<file path="src/rtl/reorder_buffer.sv">
// Circular reorder buffer: in-order allocation at the tail, out-of-order CDB completion,
// in-order retirement from the head, plus combinational operand-tag lookup with CDB bypass.
module reorder_buffer #(
  parameter int ROB_DEPTH = 8,
  parameter int IDX_W     = 3,
  parameter int DATA_W    = 32,
  parameter int REG_W     = 5
) (
  input  logic              clk_in,
  input  logic              rst_in,
  input  logic              flush_in,
  input  logic              alloc_valid_in,
  input  logic [REG_W-1:0]  alloc_dest_reg_in,
  input  logic              alloc_writes_reg_in,
  output logic              alloc_ready_out,
  output logic [IDX_W-1:0]  alloc_idx_out,
  input  logic              cdb_valid_in,
  input  logic [IDX_W-1:0]  cdb_rob_idx_in,
  input  logic [DATA_W-1:0] cdb_value_in,
  input  logic [IDX_W-1:0]  src1_idx_in,
  output logic              src1_ready_out,
  output logic [DATA_W-1:0] src1_value_out,
  input  logic [IDX_W-1:0]  src2_idx_in,
  output logic              src2_ready_out,
  output logic [DATA_W-1:0] src2_value_out,
  output logic              commit_valid_out,
  output logic [IDX_W-1:0]  commit_rob_idx_out,
  output logic [REG_W-1:0]  commit_dest_reg_out,
  output logic              commit_writes_reg_out,
  output logic [DATA_W-1:0] commit_value_out,
  output logic [IDX_W:0]    count_out
);

  logic [ROB_DEPTH-1:0] busy_q, busy_d;
  logic [ROB_DEPTH-1:0] ready_q, ready_d;
  logic [ROB_DEPTH-1:0] writes_q, writes_d;
  logic [REG_W-1:0]     dest_q [ROB_DEPTH];
  logic [REG_W-1:0]     dest_d [ROB_DEPTH];
  logic [DATA_W-1:0]    value_q [ROB_DEPTH];
  logic [DATA_W-1:0]    value_d [ROB_DEPTH];
  logic [IDX_W-1:0]     head_q, head_d;
  logic [IDX_W-1:0]     tail_q, tail_d;
  logic [IDX_W:0]       count_q, count_d;

  logic alloc_fire;
  logic commit_fire;
  logic src1_hit;
  logic src2_hit;

  assign alloc_ready_out = (count_q < (IDX_W+1)'(ROB_DEPTH));
  assign alloc_idx_out   = tail_q;
  assign alloc_fire      = alloc_valid_in && alloc_ready_out;

  assign commit_fire           = busy_q[head_q] && ready_q[head_q];
  assign commit_valid_out      = commit_fire;
  assign commit_rob_idx_out    = head_q;
  assign commit_dest_reg_out   = dest_q[head_q];
  assign commit_writes_reg_out = writes_q[head_q];
  assign commit_value_out      = value_q[head_q];
  assign count_out             = count_q;

  // Operand lookup: a CDB broadcast to a busy entry is forwarded in the same cycle.
  assign src1_hit       = cdb_valid_in && (cdb_rob_idx_in == src1_idx_in) && busy_q[src1_idx_in];
  assign src1_ready_out = busy_q[src1_idx_in] && (ready_q[src1_idx_in] || src1_hit);
  assign src1_value_out = src1_hit ? cdb_value_in : value_q[src1_idx_in];
  assign src2_hit       = cdb_valid_in && (cdb_rob_idx_in == src2_idx_in) && busy_q[src2_idx_in];
  assign src2_ready_out = busy_q[src2_idx_in] && (ready_q[src2_idx_in] || src2_hit);
  assign src2_value_out = src2_hit ? cdb_value_in : value_q[src2_idx_in];

  always_comb begin
    busy_d   = busy_q;
    ready_d  = ready_q;
    writes_d = writes_q;
    dest_d   = dest_q;
    value_d  = value_q;
    head_d   = head_q;
    tail_d   = tail_q;
    count_d  = count_q;
    if (flush_in) begin
      busy_d  = '0;
      ready_d = '0;
      head_d  = '0;
      tail_d  = '0;
      count_d = '0;
    end else begin
      if (cdb_valid_in && busy_q[cdb_rob_idx_in]) begin
        value_d[cdb_rob_idx_in] = cdb_value_in;
        ready_d[cdb_rob_idx_in] = 1'b1;
      end
      // Commit clears after the CDB update so a late duplicate write cannot revive the head.
      if (commit_fire) begin
        busy_d[head_q]  = 1'b0;
        ready_d[head_q] = 1'b0;
        head_d          = head_q + IDX_W'(1);
      end
      if (alloc_fire) begin
        busy_d[tail_q]   = 1'b1;
        ready_d[tail_q]  = 1'b0;
        dest_d[tail_q]   = alloc_dest_reg_in;
        writes_d[tail_q] = alloc_writes_reg_in;
        tail_d           = tail_q + IDX_W'(1);
      end
      case ({alloc_fire, commit_fire})
        2'b10:   count_d = count_q + (IDX_W+1)'(1);
        2'b01:   count_d = count_q - (IDX_W+1)'(1);
        default: count_d = count_q;
      endcase
    end
  end

  always_ff @(posedge clk_in) begin
    if (rst_in) begin
      busy_q   <= '0;
      ready_q  <= '0;
      writes_q <= '0;
      head_q   <= '0;
      tail_q   <= '0;
      count_q  <= '0;
      for (int i = 0; i < ROB_DEPTH; i++) begin
        dest_q[i]  <= '0;
        value_q[i] <= '0;
      end
    end else begin
      busy_q   <= busy_d;
      ready_q  <= ready_d;
      writes_q <= writes_d;
      dest_q   <= dest_d;
      value_q  <= value_d;
      head_q   <= head_d;
      tail_q   <= tail_d;
      count_q  <= count_d;
    end
  end

endmodule

</file>
<file path="config.mk">
export PLATFORM = sky130hd
export DESIGN_NAME = reorder_buffer
export DESIGN_NICKNAME = d
export VERILOG_FILES = /design/src/rtl/reorder_buffer.sv
export SDC_FILE = /design/constraint.sdc
export NUM_CORES = 1
export LEC_CHECK = 0
export ABC_AREA = 0
export BUFFER_PORTS_ARGS = -buffer_cell sky130_fd_sc_hd__buf_2
export CORE_ASPECT_RATIO = 1.5
export CORE_MARGIN = 3
export CORE_UTILIZATION = 30
export CTS_CLUSTER_SIZE = 10
export DETAILED_ROUTE_END_ITERATION = 12
export GPL_TIMING_DRIVEN = 0
export HOLD_SLACK_MARGIN = 0.12
export RECOVER_POWER = 50
export SLEW_MARGIN = 10
export SYNTH_ARGS = -nofsm -noshare
export SYNTH_HDL_FRONTEND = slang
export SYNTH_SLANG_ARGS = --single-unit
</file>
<file path="constraint.sdc">
create_clock -name clk_in -period 3.5 [get_ports clk_in]
set_input_delay 0.35 -clock clk_in [delete_from_list [all_inputs] [get_ports clk_in]]
set_output_delay 0.35 -clock clk_in [all_outputs]
set_load 0.05 [all_outputs]
</file>
==> results of run 1 <==
-- cells by family (layout without fill, tap and decap cells) --
logic type,after synthesis,in the layout,share of synthesized area
adders and majority gates,5,5,0.00321
AOI/OAI and AO/OA,301,301,0.102
DFF,330,330,0.339
xor gates and xnor gates,11,11,0.00495
buffers and inverters,211,385,0.0558
other,0,5,0
muxes,563,563,0.387
and+or+nand+nor,520,520,0.107
-- worst min-delay path by stage --
stage                                   end  cells after the start
CTS                 dest_q[15]$_SDFFE_PP0P_                      3
floorplan            dest_q[0]$_SDFFE_PP0P_                      2
finish              dest_q[15]$_SDFFE_PP0P_                      3
detailed placement  dest_q[18]$_SDFFE_PP0P_                      2
global placement     dest_q[8]$_SDFFE_PP0P_                      2
global route        dest_q[10]$_SDFFE_PP0P_                      3
-- what timing repair did --
action / 4_1_cts / 5_1_grt
cloned: 0 / 0
setup endpoints to repair: 39 / 29
pin swaps: 5 / 1
resized for setup: 69 / 22
buffers inserted: 7 / 1
endpoints found under the hold margin: 0 / 0
hold buffers: 0 / 0
-- flip-flops by register name (all words and copies together) (netlist names) --
register and count:
count_out 4, alloc_idx_out 3, commit_rob_idx_out 3, dest_q 40
ready_q 8, writes_q 8, busy_q 8, value_q 256
-- area by class of cell --
type                            count  share of cell area
Multi-Input combinational cell   1400               0.528
Clock buffer                       45              0.0459
Antenna cell                        5            0.000558
Inverter                            8             0.00140
Buffer                            200              0.0483
Timing Repair Buffer              129              0.0307
Clock inverter                      3             0.00246
Sequential cell                   330               0.295
Tap cell                          862              0.0481
-- tightest hold or removal path: stages --
cell and delay, ps:
clkbuf_1 180, nand2_1 100, a21oi_1 50
-- where the power goes --
part / leakage (uW) / internal (uW) / switching, uW
logic: 0.00664 / 162 / 421
clock network: 0.000530 / 2130 / 1630
registers: 0.00266 / 3770 / 8.34
total: 0.00983 / 6060 / 2060
-- synthesized netlist by cell type, drive strengths merged, types with 4 or more instances --
library cell  count
mux2i           389
nor2            332
dfxtp           330
mux4            148
nand2           135
clkbuf          120
o21ai           120
buf              83
a21oi            42
a221oi           41
a22oi            30
mux2             26
o22ai            17
nor3             16
a31oi            13
o221ai           10
xnor2             8
inv               7
nand3             6
nor2b             6
ha                5
o211ai            4
o21bai            4
-- layer usage --
metal / vias to the layer above / routed length [um]
met5: - / 35
met4: 4 / 8620
met3: 387 / 8400
met2: 1159 / 40200
met1: 8551 / 30100
li1: 7442 / -
-- stage by stage --
stage / total power [uW] / setup TNS [ps] / setup WS (ps)
after floorplan: 4220 / 0 / 164
after global placement: 4420 / -12450 / -615
after detailed placement: 4430 / -14180 / -677
after CTS: 8130 / 0 / 2.35
after global routing: 8290 / 0 / 0.483
final: 8120 / -127 / -82.9
==> flow_summary.toml, run 1 <==
[yosys]
synth_area_leader_cell = "dfxtp_1"
synthCells = 1941
synthFlopType = "dfxtp_1"
yosys_warnings = 0
synth_edf_count = 0
avgSynthCellArea_sq_um = 10.0
async_reset_ff_frac = 0
synth_top_area_frac = 0.339
yosysSeqAreaShare = 0.339
syn_nets = 1998
synth.distinct_cells = 64
synth.area.top_cells = "dfxtp_1, mux2i_1, mux4_2"
synthesis.area_sq_um = 19500
ys_ff_latch = 330

[critical_path]
crit_path_frequent_cell = "buf_2"
cp.arrival_ps = 3230
required_ps = 3150
critical_path.max_fanout = 10
r2r_end = "count_out[2]$_SDFFE_PP0P_"
cp_num_cells = 6
r2r_slack_ps = 190
start_kind = "register"
rr_worst_depth = 12
startpoint = "commit_rob_idx_out[2]$_SDFFE_PP0N_"
crit_path_cell_trace = "buf_4 > buf_2 > clkbuf_2 > a221oi_1 > o22ai_1 > buf_2"
path_class = "reg2out"
worstSetupEndpoint = "commit_dest_reg_out[3]"
end_kind = "primary output"
crit_family = "buffers and inverters"
cp_num_buf_inv = 4
crit_slowest_cell = "clkbuf_2"
reg2reg_from = "commit_rob_idx_out[0]$_SDFFE_PP0N_"
cp_slowest_stage_delay_ps = 540

[final_layout]
final_util = 0.352
fin_cells = 2982
final_common_cell = "mux2i_1"
nNetsFinal = 2165
drive_above_1_share = 0.218
synthToLayoutAreaGrowth_pct = 15.2
multi_input_area_sq_um = 11800
final_cell_mix = "mux2i_1, dfxtp_1, nor2_1, mux4_2, nand2_1"
fill_cells = 6479
seqCellArea_sq_um = 6610
design_area_sq_um = 22400

[global_route]
grtUsageMet1 = 0.268
antenna_found_initial = 8
grt_max_degree = 20
grt_first_pass_wirelength_um = 124000
busiest_layer = "met2"
use_met3 = 0.0606
use_met2 = 0.405
first_global_vias = 17500
grt_overflow_total = 0
grt.total_usage = 0.246

[cts]
cts-htree-levels = 2
root_buffer = "clkbuf_16"
cts_tree = "yes"
cts_max_path_buffers = 3
clock_latency_ps = 550
path_clk_slew_ps = 60
cts_buffers = 39
clock-sinks = 330

[detailed_routing]
drtIter0Drc = 1991
drt_pass1_iterations = 5
num_vias = 17500
vias_per_cell = 5.88
avgRoutedWirePerCell_um = 29.3
finalWirelength_um = 87400
drc_errors = 0
final_antenna_net_count = 0

[timing]
slew_violations = 6
fin_skew_ps = 16.4
post-route-period-util = 1.02
fmax_mhz = 279
hold_viol = 0
setup_ws_ps = -82.9
grt_setup_unrepaired = "false"
setup_viol = 2
slew_headroom = -0.239
min_period_ps = 3580
worstMarginPinSlew_ps = 1840
holdWs_ps = 176

[pwr]
leakagePower_uw = 0.00983
powerDensity_nw_per_um2 = 362
peakVddDrop_mv = 0.290

[hold_path]
hold_start = "alloc_dest_reg_in[0]"
worstHoldPathType = "in2reg"

[floorplan]
die_x_um = 214
core_area_sq_um = 63800
die_height_um = 318
start_util = 0.305
pin_count = 168
dieArea_sq_um = 68000
rows = 113

[place]
dp_hpwl_um = 61200
placedCellCount = 2924
port_buffers = 120
dpl_cell_area_sq_um = 21200
gp_congestion = 0.956

[outcome]
status = "finished, violations left"
failed_checks = "capacitance limit, slew limit, setup timing"

[run]
maxCapViolCount = 1
(Power assumes the default switching activity.)
==> inputs of run 2 (changes only) <==
--- a/config.mk
+++ b/config.mk
@@ -6,14 +6,15 @@
 export NUM_CORES = 1
 export LEC_CHECK = 0
 export ABC_AREA = 0
-export BUFFER_PORTS_ARGS = -buffer_cell sky130_fd_sc_hd__buf_2
+export BUFFER_PORTS_ARGS = -buffer_cell sky130_fd_sc_hd__buf_4
 export CORE_ASPECT_RATIO = 1.5
 export CORE_MARGIN = 3
-export CORE_UTILIZATION = 30
+export CORE_UTILIZATION = 49
 export CTS_CLUSTER_SIZE = 10
 export DETAILED_ROUTE_END_ITERATION = 12
 export GPL_TIMING_DRIVEN = 0
 export HOLD_SLACK_MARGIN = 0.12
+export PLACE_DENSITY = 0.68
 export RECOVER_POWER = 50
 export SLEW_MARGIN = 10
 export SYNTH_ARGS = -nofsm -noshare
==> flow_summary.toml, run 2 (synthesis gave the netlist of run 1 again) <==
[timing]
min_period_ps = 3630
slew_violations = 6
fin_skew_ps = 25.3
worstMarginPinSlew_ps = 1930
setup_ws_ps = -133
grt_setup_unrepaired = "false"
hold_viol = 0
fmax_mhz = 275
setup_viol = 6
slew_headroom = -0.301
final.setup.tns_ps = -329
post-route-period-util = 1.04

[global_route]
grt_max_degree = 11
first_global_vias = 17700
antenna_found_initial = 5
grt.total_usage = 0.367
grt_overflow_total = 0
grt_first_pass_wirelength_um = 115000

[floorplan]
core_area_sq_um = 38900
die_height_um = 250
die_x_um = 169
pin_count = 168
rows = 88
dieArea_sq_um = 42200
start_util = 0.501

[pwr]
p_sw_frac = 0.253
power_frac_comb = 0.072
leakagePower_uw = 0.00974
peakVddDrop_mv = 0.400
pwr-share-seq = 0.468
powerDensity_nw_per_um2 = 365
power_frac_clock = 0.460
internal-power_uw = 6020
p_sw_uw = 2040

[hold_path]
holdPathStages = 3
worstHoldPathType = "in2reg"

[detailed_routing]
drtIter0Drc = 2311
avgRoutedWirePerCell_um = 30.6
vias_per_cell = 6.83
drc_errors = 0
drt_pass1_iterations = 6
num_vias = 17900
finalWirelength_um = 80100
final_antenna_net_count = 0

[critical_path]
required_ps = 3150
crit_path_cell_trace = "buf_4 > buf_2 > buf_4 > clkbuf_4 > o221ai_1 > buf_4"
critical_path.max_fanout = 10
cp.arrival_ps = 3280
path_class = "reg2out"
crit_path_frequent_cell = "buf_4"
start_kind = "register"
rr_worst_depth = 12
crit_slowest_cell = "dfxtp_1"
end_kind = "primary output"
cp_slowest_stage_delay_ps = 500

[final_layout]
multi_input_area_sq_um = 11800
final_common_cell = "mux2i_1"
synthToLayoutAreaGrowth_pct = 13.4
biggestRegsByFlops = "value_q: 256 flops, dest_q: 40 flops"
largest_reg_flops = 256
final_cell_mix = "mux2i_1, dfxtp_1, nor2_1, mux4_2, buf_4"
fill_cells = 3465
regMostFlops = "value_q"
design_area_sq_um = 22100
nNetsFinal = 2169
drive_above_1_share = 0.207
final_util = 0.568
seqCellArea_sq_um = 6610

[cts]
clock_latency_ps = 550
clock-sinks = 330
cts-htree-levels = 2
cts_tree = "yes"
cts_max_path_buffers = 3
path_clk_slew_ps = 60
cts_buffers = 39
root_buffer = "clkbuf_16"

[place]
dp_hpwl_um = 53800
dpl_cell_area_sq_um = 21000
port_buffers = 120
gp_congestion = 0.993

[outcome]
failed_checks = "capacitance limit, slew limit, setup timing"
status = "finished, violations left"

[run]
maxCapViolCount = 1
## run 2: cell types whose count changed in the layout (fill, tap and decap cells not counted), moves of 3 or more
cell,change
buf_6,-16
o21ai_0,+3
clkbuf_4,-7
buf_2,-104
clkbuf_1,+20
buf_4,+115
## run 2: worst paths after layout
check        slack [ps]                               start                         to
max                -130  commit_rob_idx_out[1]$_SDFFE_PP0N_        commit_value_out[1]
min                 190                alloc_dest_reg_in[0]    dest_q[15]$_SDFFE_PP0P_
min reg2reg         480             dest_q[17]$_SDFFE_PP0P_    dest_q[17]$_SDFFE_PP0P_
max reg2reg         170  commit_rob_idx_out[0]$_SDFFE_PP0N_  count_out[2]$_SDFFE_PP0P_
## run 2: final cells by class
cell class | count | share of cell area
multi-input combinational | 1400 | 0.535
tap | 495 | 0.0281
clock buffer | 48 | 0.0476
buffer | 201 | 0.0439
inverter | 8 | 0.00142
clock inverter | 2 | 0.00113
sequential | 330 | 0.299
timing repair buffer | 132 | 0.0436
antenna | 3 | 0.000340
## run 2: repair_timing
item | 4_1_cts | 5_1_grt
buffers inserted | 1 | 10
resized for setup | 46 | 15
endpoints found under the hold margin | 0 | 0
hold buffers | 0 | 0
pin swaps | 2 | 3
setup endpoints to repair | 38 | 29
## run 2: power groups by stage
stage | combinational, uW | clock, uW | sequential (uW)
floorplan | 365 | 0 | 3860
global placement | 559 | 0 | 3860
detailed placement | 565 | 0 | 3860
CTS | 567 | 3690 | 3770
global route | 595 | 3830 | 3770
finish | 581 | 3700 | 3770
## run 2: layer usage
metal  vias up  track usage  part of all wire
met1      8592        0.427              0.33
met4         4        0.278             0.096
met2      1377        0.582              0.46
li1       7433            -                 -
met5         -            0           0.00034
met3       469       0.0856              0.12
## run 2: worst max-delay path, delay by kind of cell (launching register included)
kind                   cells  cell delay (ps)
AO/OA/AOI/OAI              1              320
buffers and inverters      5             1880
flip-flops                 1              500
## run 2: stage by stage
step | setup slack (ps) | hold WS (ps) | power, uW | cells
after detailed placement | -316 | 474 | 4420 | 2557
after global placement | -470 | 462 | 4410 | 2556
after floorplan | 164 | 450 | 4220 | 1941
after global routing | 11.2 | 203 | 8200 | 2618
after CTS | -6.39 | 168 | 8030 | 2607
final | -133 | 187 | 8060 | 2619
